--- src/rtl/fixture_picobello_top.sv ---
// Boot/preload sequencer: latches modes on start, steps the chip through init/preload/run, then polls for EOC.
// One command in flight; cmd_valid_o held stable until cmd_ready_i, next command only after its response.
module fixture_picobello_top #(
  parameter int PollInterval = 16,
  parameter int MaxPolls     = 0
) (
  input  logic        clk_i,
  input  logic        rst_ni,
  input  logic        start_i,
  input  logic [1:0]  boot_mode_i,
  input  logic [1:0]  preload_mode_i,
  input  logic        sn_preload_i,
  input  logic        dut_rst_done_i,
  output logic [1:0]  boot_mode_o,
  output logic        cmd_valid_o,
  input  logic        cmd_ready_i,
  output logic [2:0]  cmd_op_o,
  output logic [1:0]  cmd_port_o,
  input  logic        rsp_valid_i,
  input  logic [31:0] rsp_data_i,
  input  logic        uart_reading_byte_i,
  output logic        busy_o,
  output logic        done_o,
  output logic [31:0] exit_code_o,
  output logic        error_o,
  output logic [2:0]  error_code_o
);

  typedef enum logic [3:0] {
    IDLE, WAIT_RST, INIT, SN_PRELOAD, RUN, POLL_WAIT, POLL, FAST_READ, UART_DRAIN, DONE, ERROR
  } state_e;

  localparam logic [2:0] OpInit = 3'd0, OpSnPreload = 3'd1, OpRun = 3'd2, OpPoll = 3'd3, OpFastRead = 3'd4;
  localparam logic [1:0] PortJtag = 2'd0, PortSlink = 2'd1, PortUart = 2'd2, PortFast = 2'd3;
  localparam logic [15:0] WaitLast  = 16'(PollInterval - 1);
  localparam logic [15:0] PollLimit = 16'(MaxPolls);

  state_e      state_q, state_d;
  logic [2:0]  err_code_q, err_code_d;
  logic [1:0]  boot_q, preload_q;
  logic        sn_q;
  logic        cmd_sent_q;
  logic [15:0] poll_cnt_q, wait_cnt_q;
  logic [31:0] exit_code_q;

  logic        start_ok, in_cmd, cmd_vld, rsp_fire, eoc, poll_miss, poll_limit, fast_read_due;
  logic [1:0]  run_port, sn_port;

  assign start_ok      = start_i && (state_q inside {IDLE, DONE, ERROR});
  assign in_cmd        = state_q inside {INIT, SN_PRELOAD, RUN, POLL, FAST_READ};
  assign cmd_vld       = in_cmd && !cmd_sent_q;
  // Responses only count once the command has actually been accepted.
  assign rsp_fire      = in_cmd && cmd_sent_q && rsp_valid_i;
  assign eoc           = rsp_fire && (state_q == POLL) && rsp_data_i[0];
  assign poll_miss     = rsp_fire && (state_q == POLL) && !rsp_data_i[0];
  assign poll_limit    = (MaxPolls > 0) && ((poll_cnt_q + 16'd1) == PollLimit);
  assign fast_read_due = !boot_q[1] && (preload_q == 2'd3) && sn_q;

  always_comb begin
    run_port = PortJtag;
    sn_port  = PortJtag;
    if (!boot_q[1]) begin
      case (preload_q)
        2'd1:    begin run_port = PortSlink; sn_port = PortSlink; end
        2'd2:    run_port = PortUart;
        2'd3:    sn_port  = PortFast;
        default: ;
      endcase
    end
  end

  always_ff @(posedge clk_i or negedge rst_ni) begin
    if (!rst_ni) begin
      state_q    <= IDLE;
      err_code_q <= 3'd0;
    end else begin
      state_q    <= state_d;
      err_code_q <= err_code_d;
    end
  end

  always_comb begin
    state_d    = state_q;
    err_code_d = err_code_q;
    if (start_ok) begin
      state_d    = WAIT_RST;
      err_code_d = 3'd0;
    end else begin
      case (state_q)
        WAIT_RST: if (dut_rst_done_i) begin
          if (boot_q == 2'd1) begin
            state_d    = ERROR;
            err_code_d = 3'd2;
          end else if (boot_q[1]) begin
            state_d = INIT;
          end else begin
            case (preload_q)
              2'd1: state_d = sn_q ? SN_PRELOAD : RUN;
              2'd2: begin
                if (sn_q) begin
                  state_d    = ERROR;
                  err_code_d = 3'd1;
                end else begin
                  state_d = RUN;
                end
              end
              default: state_d = INIT;
            endcase
          end
        end
        INIT:       if (rsp_fire) state_d = boot_q[1] ? POLL : (sn_q ? SN_PRELOAD : RUN);
        SN_PRELOAD: if (rsp_fire) state_d = RUN;
        RUN:        if (rsp_fire) state_d = POLL;
        POLL: begin
          if (eoc) begin
            state_d = fast_read_due ? FAST_READ : (uart_reading_byte_i ? UART_DRAIN : DONE);
          end else if (poll_miss) begin
            if (poll_limit) begin
              state_d    = ERROR;
              err_code_d = 3'd3;
            end else begin
              state_d = POLL_WAIT;
            end
          end
        end
        POLL_WAIT:  if (wait_cnt_q == WaitLast) state_d = POLL;
        FAST_READ:  if (rsp_fire) state_d = uart_reading_byte_i ? UART_DRAIN : DONE;
        UART_DRAIN: if (!uart_reading_byte_i) state_d = DONE;
        default: ;
      endcase
    end
  end

  always_ff @(posedge clk_i or negedge rst_ni) begin
    if (!rst_ni) begin
      boot_q      <= 2'd0;
      preload_q   <= 2'd0;
      sn_q        <= 1'b0;
      cmd_sent_q  <= 1'b0;
      poll_cnt_q  <= 16'd0;
      wait_cnt_q  <= 16'd0;
      exit_code_q <= 32'd0;
    end else begin
      if (start_ok) begin
        boot_q      <= boot_mode_i;
        preload_q   <= preload_mode_i;
        sn_q        <= sn_preload_i;
        poll_cnt_q  <= 16'd0;
        exit_code_q <= 32'd0;
      end else begin
        if (eoc)       exit_code_q <= {1'b0, rsp_data_i[31:1]};
        if (poll_miss) poll_cnt_q  <= poll_cnt_q + 16'd1;
      end
      // Every command state is left on its response, so a state change re-arms the issue flag.
      if (state_d != state_q)          cmd_sent_q <= 1'b0;
      else if (cmd_vld && cmd_ready_i) cmd_sent_q <= 1'b1;
      if ((state_q == POLL_WAIT) && (state_d == POLL_WAIT)) wait_cnt_q <= wait_cnt_q + 16'd1;
      else                                                  wait_cnt_q <= 16'd0;
    end
  end

  always_comb begin
    cmd_valid_o  = cmd_vld;
    cmd_op_o     = OpInit;
    cmd_port_o   = PortJtag;
    if (cmd_vld) begin
      case (state_q)
        SN_PRELOAD: begin cmd_op_o = OpSnPreload; cmd_port_o = sn_port;  end
        RUN:        begin cmd_op_o = OpRun;       cmd_port_o = run_port; end
        POLL:       begin cmd_op_o = OpPoll;      cmd_port_o = run_port; end
        FAST_READ:  begin cmd_op_o = OpFastRead;  cmd_port_o = PortFast; end
        default: ;
      endcase
    end
    boot_mode_o  = boot_q;
    exit_code_o  = exit_code_q;
    busy_o       = !(state_q inside {IDLE, DONE, ERROR});
    done_o       = (state_q == DONE);
    error_o      = (state_q == ERROR);
    error_code_o = (state_q == ERROR) ? err_code_q : 3'd0;
  end

endmodule

--- config.mk ---
export PLATFORM = sky130hd
export DESIGN_NAME = fixture_picobello_top
export DESIGN_NICKNAME = d
export VERILOG_FILES = /design/src/rtl/fixture_picobello_top.sv
export SDC_FILE = /design/constraint.sdc
export NUM_CORES = 1
export LEC_CHECK = 0
export CAP_MARGIN = 10
export CORE_UTILIZATION = 48
export CTS_CLUSTER_SIZE = 28
export DETAILED_ROUTE_END_ITERATION = 6
export PLACE_DENSITY = 0.8
export SLEW_MARGIN = 10
export SYNTH_ARGS = -nofsm -noshare
export SYNTH_HDL_FRONTEND = slang
export SYNTH_SLANG_ARGS = --single-unit
--- constraint.sdc ---
create_clock -name clk_i -period 2.2 [get_ports clk_i]
set_input_delay 0.44 -clock clk_i [delete_from_list [all_inputs] [get_ports clk_i]]
set_output_delay 0.44 -clock clk_i [all_outputs]
set_load 0.03 [all_outputs]
==> results.tsv, run 1 <==
stage	metric	value	unit
floorplanning	row_count	29	
pwr	swShare	40.2	%
synthesis	ys_ff_latch	59	
run_status	status	finished, violations left	
timing	finalSetupTns	-0.0266	ns
synthesis	ys_seq_area_share	45.8	%
synthesis	syn_area_per_cell	8.96	um^2
detailed_routing	drt_iter0_drc	118	
final_layout	final_cell_mix	nand2_1, clkdlybuf4s50_1, dfrtp_1	
setup_path	r2r_cells	7	
setup_path	critical_path_class	reg -> out	
pwr	p_sw	2.46	mW
clock_tree	cts-buffers-inserted	9	
hold_path	hold_class	in -> async	
timing	setup-violations-final	2	
detailed_routing	wl	8.27	mm
run_status	violations	design-rule violations, negative setup slack	
floorplanning	start_util	50.2	%
floorplanning	die-height	84.0	um
setup_path	cp-end-kind	output pin	
floorplanning	design.core.area	6420	um^2
clock_tree	path_clk_slew	0.07	ns
clock_tree	cts_max_level	3	
detailed_routing	firstDrtPassIters	7	
clock_tree	clock-sinks	59	
pwr	p_clk_share	18.7	%
clock_tree	cts_tree	done	
synthesis	synthCells	360	
synthesis	synth_edf_count	0	
placed_design	hpwl	5.56	mm
pwr	ir_drop	0.815	mV
placed_design	gp_congestion	0.893	
final_layout	fin_nets	516	
setup_path	cp_max_fo	5	
setup_path	startpoint	state_q[0]	
final_layout	final_cell_area	4700	um^2
setup_path	timing.critical_path.to	cmd_port_o[1]	
synthesis	synth_top_area_share	45.8	%
final_layout	n_fill_cell	458	
global_route	grt_pass1_wl	13.8	mm
setup_path	r2r-start	preload_q[0]	
global_route	grt-ovfl-total	0	
clock_tree	clockBufferDepth	2	
pwr	sequentialPowerShare	25.5	%
final_layout	drive_above_1_share	22.4	%
final_layout	multi_input_area	1670	um^2
setup_path	r2r_slack	0.01	ns
setup_path	critPathRequiredTime	1.76	ns
setup_path	rr_endpoint	cmd_sent_q	
final_layout	regArea	1480	um^2
pwr	cellInternalPower	3.66	mW
placed_design	place_ws	-0.319	ns
timing	fin_skew	0.00770	ns
placed_design	place_area	4260	um^2
timing	slew_viol_final	0	
timing	min_period_over_period	101	%
global_route	grt_max_degree	60	
floorplanning	dieWidth	84.0	um
timing	fmax	451	MHz
detailed_routing	wl_per_cell	15.0	um
global_route	first_global_vias	2974	
synthesis	yosysWarnings	0	
floorplanning	num_io_pins	90	
timing	rsz0062_at_grt	yes	
synthesis	synth_ff_type	dfrtp_1	
synthesis	synthTopCellsByArea	dfrtp_1, nand2_1, o21ai_0, nor2_1, xnor2_1	
timing	hold_violations	0	
setup_path	start_kind	register	
clock_tree	root_buffer	clkbuf_8	
final_layout	areaGrowthSynthToFinish	45.7	%
timing	final.min_clock_period	2.22	ns
timing	setup_slack	-0.0152	ns
synthesis	async_flop_share	100	%
pwr	power.density	1300	nW/um^2
clock_tree	cts_hold_buf	0	
detailed_routing	vias_per_cell	5.36	
detailed_routing	route.detailed.drc	4	
global_route	antenna_found_initial	0	
pwr	power.leakage	1.98	nW
global_route	grtUsageTotal	24.7	%
placed_design	io_buffers	87	
synthesis	ys_types	61	
setup_path	cp_data_arrival_time	1.78	ns
pwr	comb_power_share	55.7	%
synthesis	netlist_area	3230	um^2
flow_run	drv_cap	0	
final_layout	diodes	0	
floorplanning	die_area	7050	um^2
synthesis	yosysTopAreaCell	dfrtp_1	
detailed_routing	ant_nets	0	
detailed_routing	via_count	2948	
clock_tree	clkLatencyLatePin	0.33	ns
## cell usage after synthesis (2+ instances only)
master	count
o21ai_1	8
xor2_1	9
a21oi_1	10
nand2b_1	5
nand3_1	8
o21ai_0	32
nor2_1	33
nor2_2	2
dfrtp_1	59
nor3_1	9
buf_6	6
clkbuf_1	12
a31oi_1	2
or2b_2	2
and2_1	3
nor4_1	3
and3_1	7
a21boi_0	2
a211oi_1	3
nand2_1	75
nand4_1	3
nand2b_4	2
buf_2	2
or3_1	4
ha_1	4
buf_4	4
xnor2_1	9
nor2b_4	2
inv_1	5
mux2_2	3
a22oi_1	2
## stage by stage
step                      cells  util, %  power, mW  hold WS (ns)
after floorplan             361        -       3.47         0.144
after global placement      522     66.3       4.42         0.439
after detailed placement    522     66.3       4.48         0.472
after CTS                   549     72.6       6.01         0.114
after global routing        550     73.2       6.46         0.121
final                       550     73.2       6.12        0.0979
## kinds of logic (layout without fill, tap and decap cells)
group / count (synthesis) / count (layout) / synth area share, %
adders and majority gates: 4 / 4 / 1.55
buffers and inverters: 31 / 143 / 5.85
DFF: 59 / 59 / 45.8
and+or+nand+nor: 171 / 171 / 26.7
other: 1 / 2 / 0.116
AOI/OAI and AO/OA: 71 / 71 / 13.4
xor gates and xnor gates: 18 / 18 / 4.89
muxes: 5 / 5 / 1.71
## area by class of cell
class | count | area share (%)
flip-flops and latches | 59 | 31.5
inverters | 6 | 0.479
clock buffers | 13 | 3.59
clock inverters | 3 | 1.46
multi-input cells | 271 | 35.5
well taps | 77 | 2.05
repair buffers | 121 | 25.4
## sequential cells by signal, summed over array words and instances, names as in the netlist
register and cells:
boot_mode_o 2, state_q 4, cmd_sent_q 1, err_code_q 2, wait_cnt_q 16, exit_code_o 31
sn_q 1, preload_q 2
## per-layer routing
metal	track usage, %	routed length, um
met5	0	0
met4	7.52	86
met3	8.11	689
met2	41.2	3940
met1	30.4	3550
## critical path, stage by stage (launching register included)
cell	delay (ns)
dfrtp_2	0.42
buf_12	0.14
nor2b_4	0.19
a22oi_2	0.12
nor3_2	0.19
nand2_1	0.09
a21boi_2	0.15
buf_6	0.14
## power by group through the flow
stage / clock network [mW] / logic (mW) / registers, mW
after floorplan: 0 / 1.61 / 1.86
after global placement: 0 / 2.86 / 1.56
after detailed placement: 0 / 2.90 / 1.58
after CTS: 1.17 / 3.28 / 1.56
after global routing: 1.21 / 3.64 / 1.60
final: 1.15 / 3.41 / 1.56
## how the worst min path moves through the flow
stage	slack [ns]	start	end
detailed placement	0.47	rst_ni	boot_mode_o[0]
finish	0.1	rst_ni	exit_code_o[26]
global route	0.12	rst_ni	exit_code_o[26]
global placement	0.44	wait_cnt_q[0]	wait_cnt_q[0]
floorplan	0.14	rst_ni	boot_mode_o[0]
CTS	0.11	rst_ni	exit_code_o[11]
## timing repair
| item | 4_1_cts | 5_1_grt |
|---|---|---|
| setup endpoints to repair | 5 | 7 |
| resized for setup | 20 | 13 |
| buffers inserted | 12 | 2 |
| endpoints found under the hold margin | 0 | 0 |
| cloned | 0 | 0 |
| pin swaps | 6 | 6 |
Note: power is estimated with default switching activity, not from simulation.
==> inputs of run 2 (changes only) <==
--- a/config.mk
+++ b/config.mk
@@ -9,6 +9,7 @@
 export CORE_UTILIZATION = 48
 export CTS_CLUSTER_SIZE = 28
 export DETAILED_ROUTE_END_ITERATION = 6
+export GPL_TIMING_DRIVEN = 0
 export PLACE_DENSITY = 0.8
 export SLEW_MARGIN = 10
 export SYNTH_ARGS = -nofsm -noshare
==> run 2 against run 1 <==
The flow still finishes with violations (design-rule violations, negative setup slack). First-iteration DRC count grew 35%. Cell area fell by 2.6%. Critical path type unchanged. Worst hold slack improved by 0.053 ns. Highest routed layer unchanged. Fmax decreased by 2.3%. Flip-flop and latch count unchanged.
==> results.tsv, run 2 (synthesized netlist as in run 1, its figures left out) <==
stage	metric	value	unit	change
run_status	status	finished, violations left		unchanged
run_status	violations	design-rule violations, negative setup slack		unchanged
detailed_routing	vias_per_cell	5.41		was 5.36
pwr	ir_drop	0.706	mV	was 0.815 mV
floorplanning	die_area	7050	um^2	unchanged
setup_path	cp_max_fo	5		unchanged
clock_tree	path_clk_slew	0.07	ns	about the same
timing	rsz0062_at_grt	yes		unchanged
timing	fmax	441	MHz	was 451 MHz
placed_design	gp_congestion	0.933		was 0.893
pwr	p_clk_share	16.8	%	was 18.7%
final_layout	diodes	0		unchanged
global_route	grtUsageTotal	25.6	%	was 24.7%
clock_tree	root_buffer	clkbuf_8		unchanged
setup_path	cp_data_arrival_time	1.83	ns	was 1.78 ns
detailed_routing	via_count	2999		was 2948
timing	min_period_over_period	103	%	was 101%
clock_tree	cts-buffers-inserted	9		unchanged
detailed_routing	drt_iter0_drc	159		was 118
final_layout	final_cell_mix	nand2_1, clkdlybuf4s50_1, dfrtp_1		unchanged
detailed_routing	ant_nets	0		unchanged
floorplanning	die-height	84.0	um	unchanged
clock_tree	cts_tree	done		unchanged
final_layout	final_cell_area	4580	um^2	was 4700 um^2
pwr	p_sw	2.46	mW	about the same
final_layout	areaGrowthSynthToFinish	42.0	%	was 45.7%
setup_path	rr_endpoint	cmd_sent_q		unchanged
detailed_routing	wl_per_cell	15.4	um	was 15.0 um
setup_path	r2r_slack	-0.01	ns	was 0.01 ns
setup_path	critical_path_class	reg -> out		unchanged
timing	hold_violations	0		unchanged
timing	setup_slack	-0.0671	ns	was -0.0152 ns
placed_design	hpwl	5.94	mm	was 5.56 mm
pwr	cellInternalPower	3.39	mW	was 3.66 mW
timing	fin_skew	0.00853	ns	was 0.00770 ns
final_layout	n_fill_cell	465		was 458
clock_tree	clkLatencyLatePin	0.34	ns	was 0.33 ns
detailed_routing	wl	8.52	mm	was 8.27 mm
floorplanning	start_util	50.2	%	unchanged
clock_tree	cts_max_level	3		unchanged
global_route	first_global_vias	3033		was 2974
floorplanning	row_count	29		unchanged
setup_path	critPathRequiredTime	1.76	ns	about the same
clock_tree	cts_hold_buf	0		unchanged
global_route	grt-ovfl-total	0		unchanged
pwr	power	5.85	mW	was 6.12 mW
timing	worstMarginPinSlew	0.733	ns	
detailed_routing	route.detailed.drc	4		unchanged
clock_tree	clockBufferDepth	2		unchanged
floorplanning	dieWidth	84.0	um	unchanged
setup_path	timing.critical_path.to	cmd_port_o[0]		was cmd_port_o[1]
setup_path	r2r-start	state_q[0]		was preload_q[0]
pwr	sequentialPowerShare	26.3	%	was 25.5%
pwr	power.density	1280	nW/um^2	was 1300 nW/um^2
pwr	power.leakage	1.92	nW	was 1.98 nW
pwr	comb_power_share	56.9	%	was 55.7%
final_layout	drive_above_1_share	18.9	%	was 22.4%
floorplanning	num_io_pins	90		unchanged
setup_path	startpoint	state_q[0]		unchanged
final_layout	largest_reg_flops	31		unchanged
placed_design	io_buffers	87		unchanged
detailed_routing	firstDrtPassIters	6		was 7
setup_path	cp-end-kind	output pin		unchanged
flow_run	drv_cap	0		unchanged
placed_design	place_area	4200	um^2	was 4260 um^2
global_route	grt_max_degree	60		unchanged
clock_tree	clock-sinks	59		unchanged
pwr	swShare	42.1	%	was 40.2%
timing	slew_viol_final	0		unchanged
global_route	antenna_found_initial	0		unchanged
global_route	grt_pass1_wl	14.3	mm	was 13.8 mm
timing	slew_headroom	51.1	%	
floorplanning	design.core.area	6420	um^2	unchanged
final_layout	layout_commonest_cell	nand2_1		
setup_path	start_kind	register		unchanged
final_layout	fin_nets	520		was 516
hold_path	hold_class	in -> async		unchanged
timing	final.min_clock_period	2.27	ns	was 2.22 ns
setup_path	r2r_cells	8		was 7
timing	setup-violations-final	3		was 2
[run 2: cell count changes in the layout (fill, tap and decap cells not counted), sizes merged]
cell	change
clkinvlp	+2
clkbuf	+14
buf	-13
clkdlybuf4s15	+1
clkdlybuf4s50	-1
bufinv	-1
dlygate4sd2	+2
[run 2: routing by layer]
layer | vias up | GRT usage (%) | routed length [um]
met2 | 113 | 41.3 | 4020
met1 | 1430 | 31.4 | 3600
li1 | 1436 | - | -
met3 | 20 | 8.01 | 702
met4 | 0 | 11.9 | 195
met5 | - | 0 | 0
[run 2: how the worst min path moves through the flow]
stage / from / endpoint / cells after the start
after floorplan: rst_ni / boot_mode_o[0] / 0
after global placement: wait_cnt_q[0] / wait_cnt_q[0] / 1
after detailed placement: wait_cnt_q[0] / wait_cnt_q[0] / 1
after CTS: rst_ni / exit_code_o[26] / 1
after global routing: rst_ni / exit_code_o[26] / 1
final: rst_ni / exit_code_o[26] / 1
[run 2: worst max-delay path, cell delays in order (launching register included)]
cell and delay (ns):
dfrtp_1 0.38, buf_6 0.14, buf_12 0.13, nor2b_4 0.15, a22oi_2 0.10, nor3_2 0.21, o21ai_1 0.10, a21boi_2 0.15
buf_6 0.14
[run 2: final cells by class]
| cell class | instances | area [um^2] | share of cell area (%) |
|---|---|---|---|
| tap | 77 | 96.3 | 2.10 |
| sequential | 59 | 1480 | 32.3 |
| multi-input combinational | 271 | 1640 | 35.7 |
| clock inverter | 4 | 50.0 | 1.09 |
| buffer | 25 | 205 | 4.48 |
| timing repair buffer | 100 | 948 | 20.7 |
| inverter | 6 | 22.5 | 0.492 |
| clock buffer | 12 | 145 | 3.17 |
[run 2: what timing repair did]
item                                    in CTS  in global routing
endpoints found under the setup margin      12                 11
buffers inserted                            11                  2
resized for setup                           59                 17
pin swaps                                    7                  6
[run 2: stage by stage]
stage	hold slack (ns)	TNS, ns	setup WS [ns]	cells	utilization (%)
floorplan	0.144	0	0.0324	361	-
global placement	0.439	-72.53	-1.15	525	65.5
detailed placement	0.453	-6.16	-0.514	525	65.4
CTS	0.187	-0.201	-0.0649	552	71.1
global route	0.215	-0.379	-0.139	554	71.3
finish	0.150	-0.0873	-0.0671	554	71.3
[run 2: power by group through the flow]
stage / logic (mW) / registers, mW / clock network, mW
6_report: 3.33 / 1.54 / 0.984
5_1_grt: 3.54 / 1.57 / 1.05
4_1_cts: 3.26 / 1.53 / 1.00
3_5_place_dp: 2.89 / 1.56 / 0
3_3_place_gp: 2.84 / 1.55 / 0
2_1_floorplan: 1.61 / 1.86 / 0
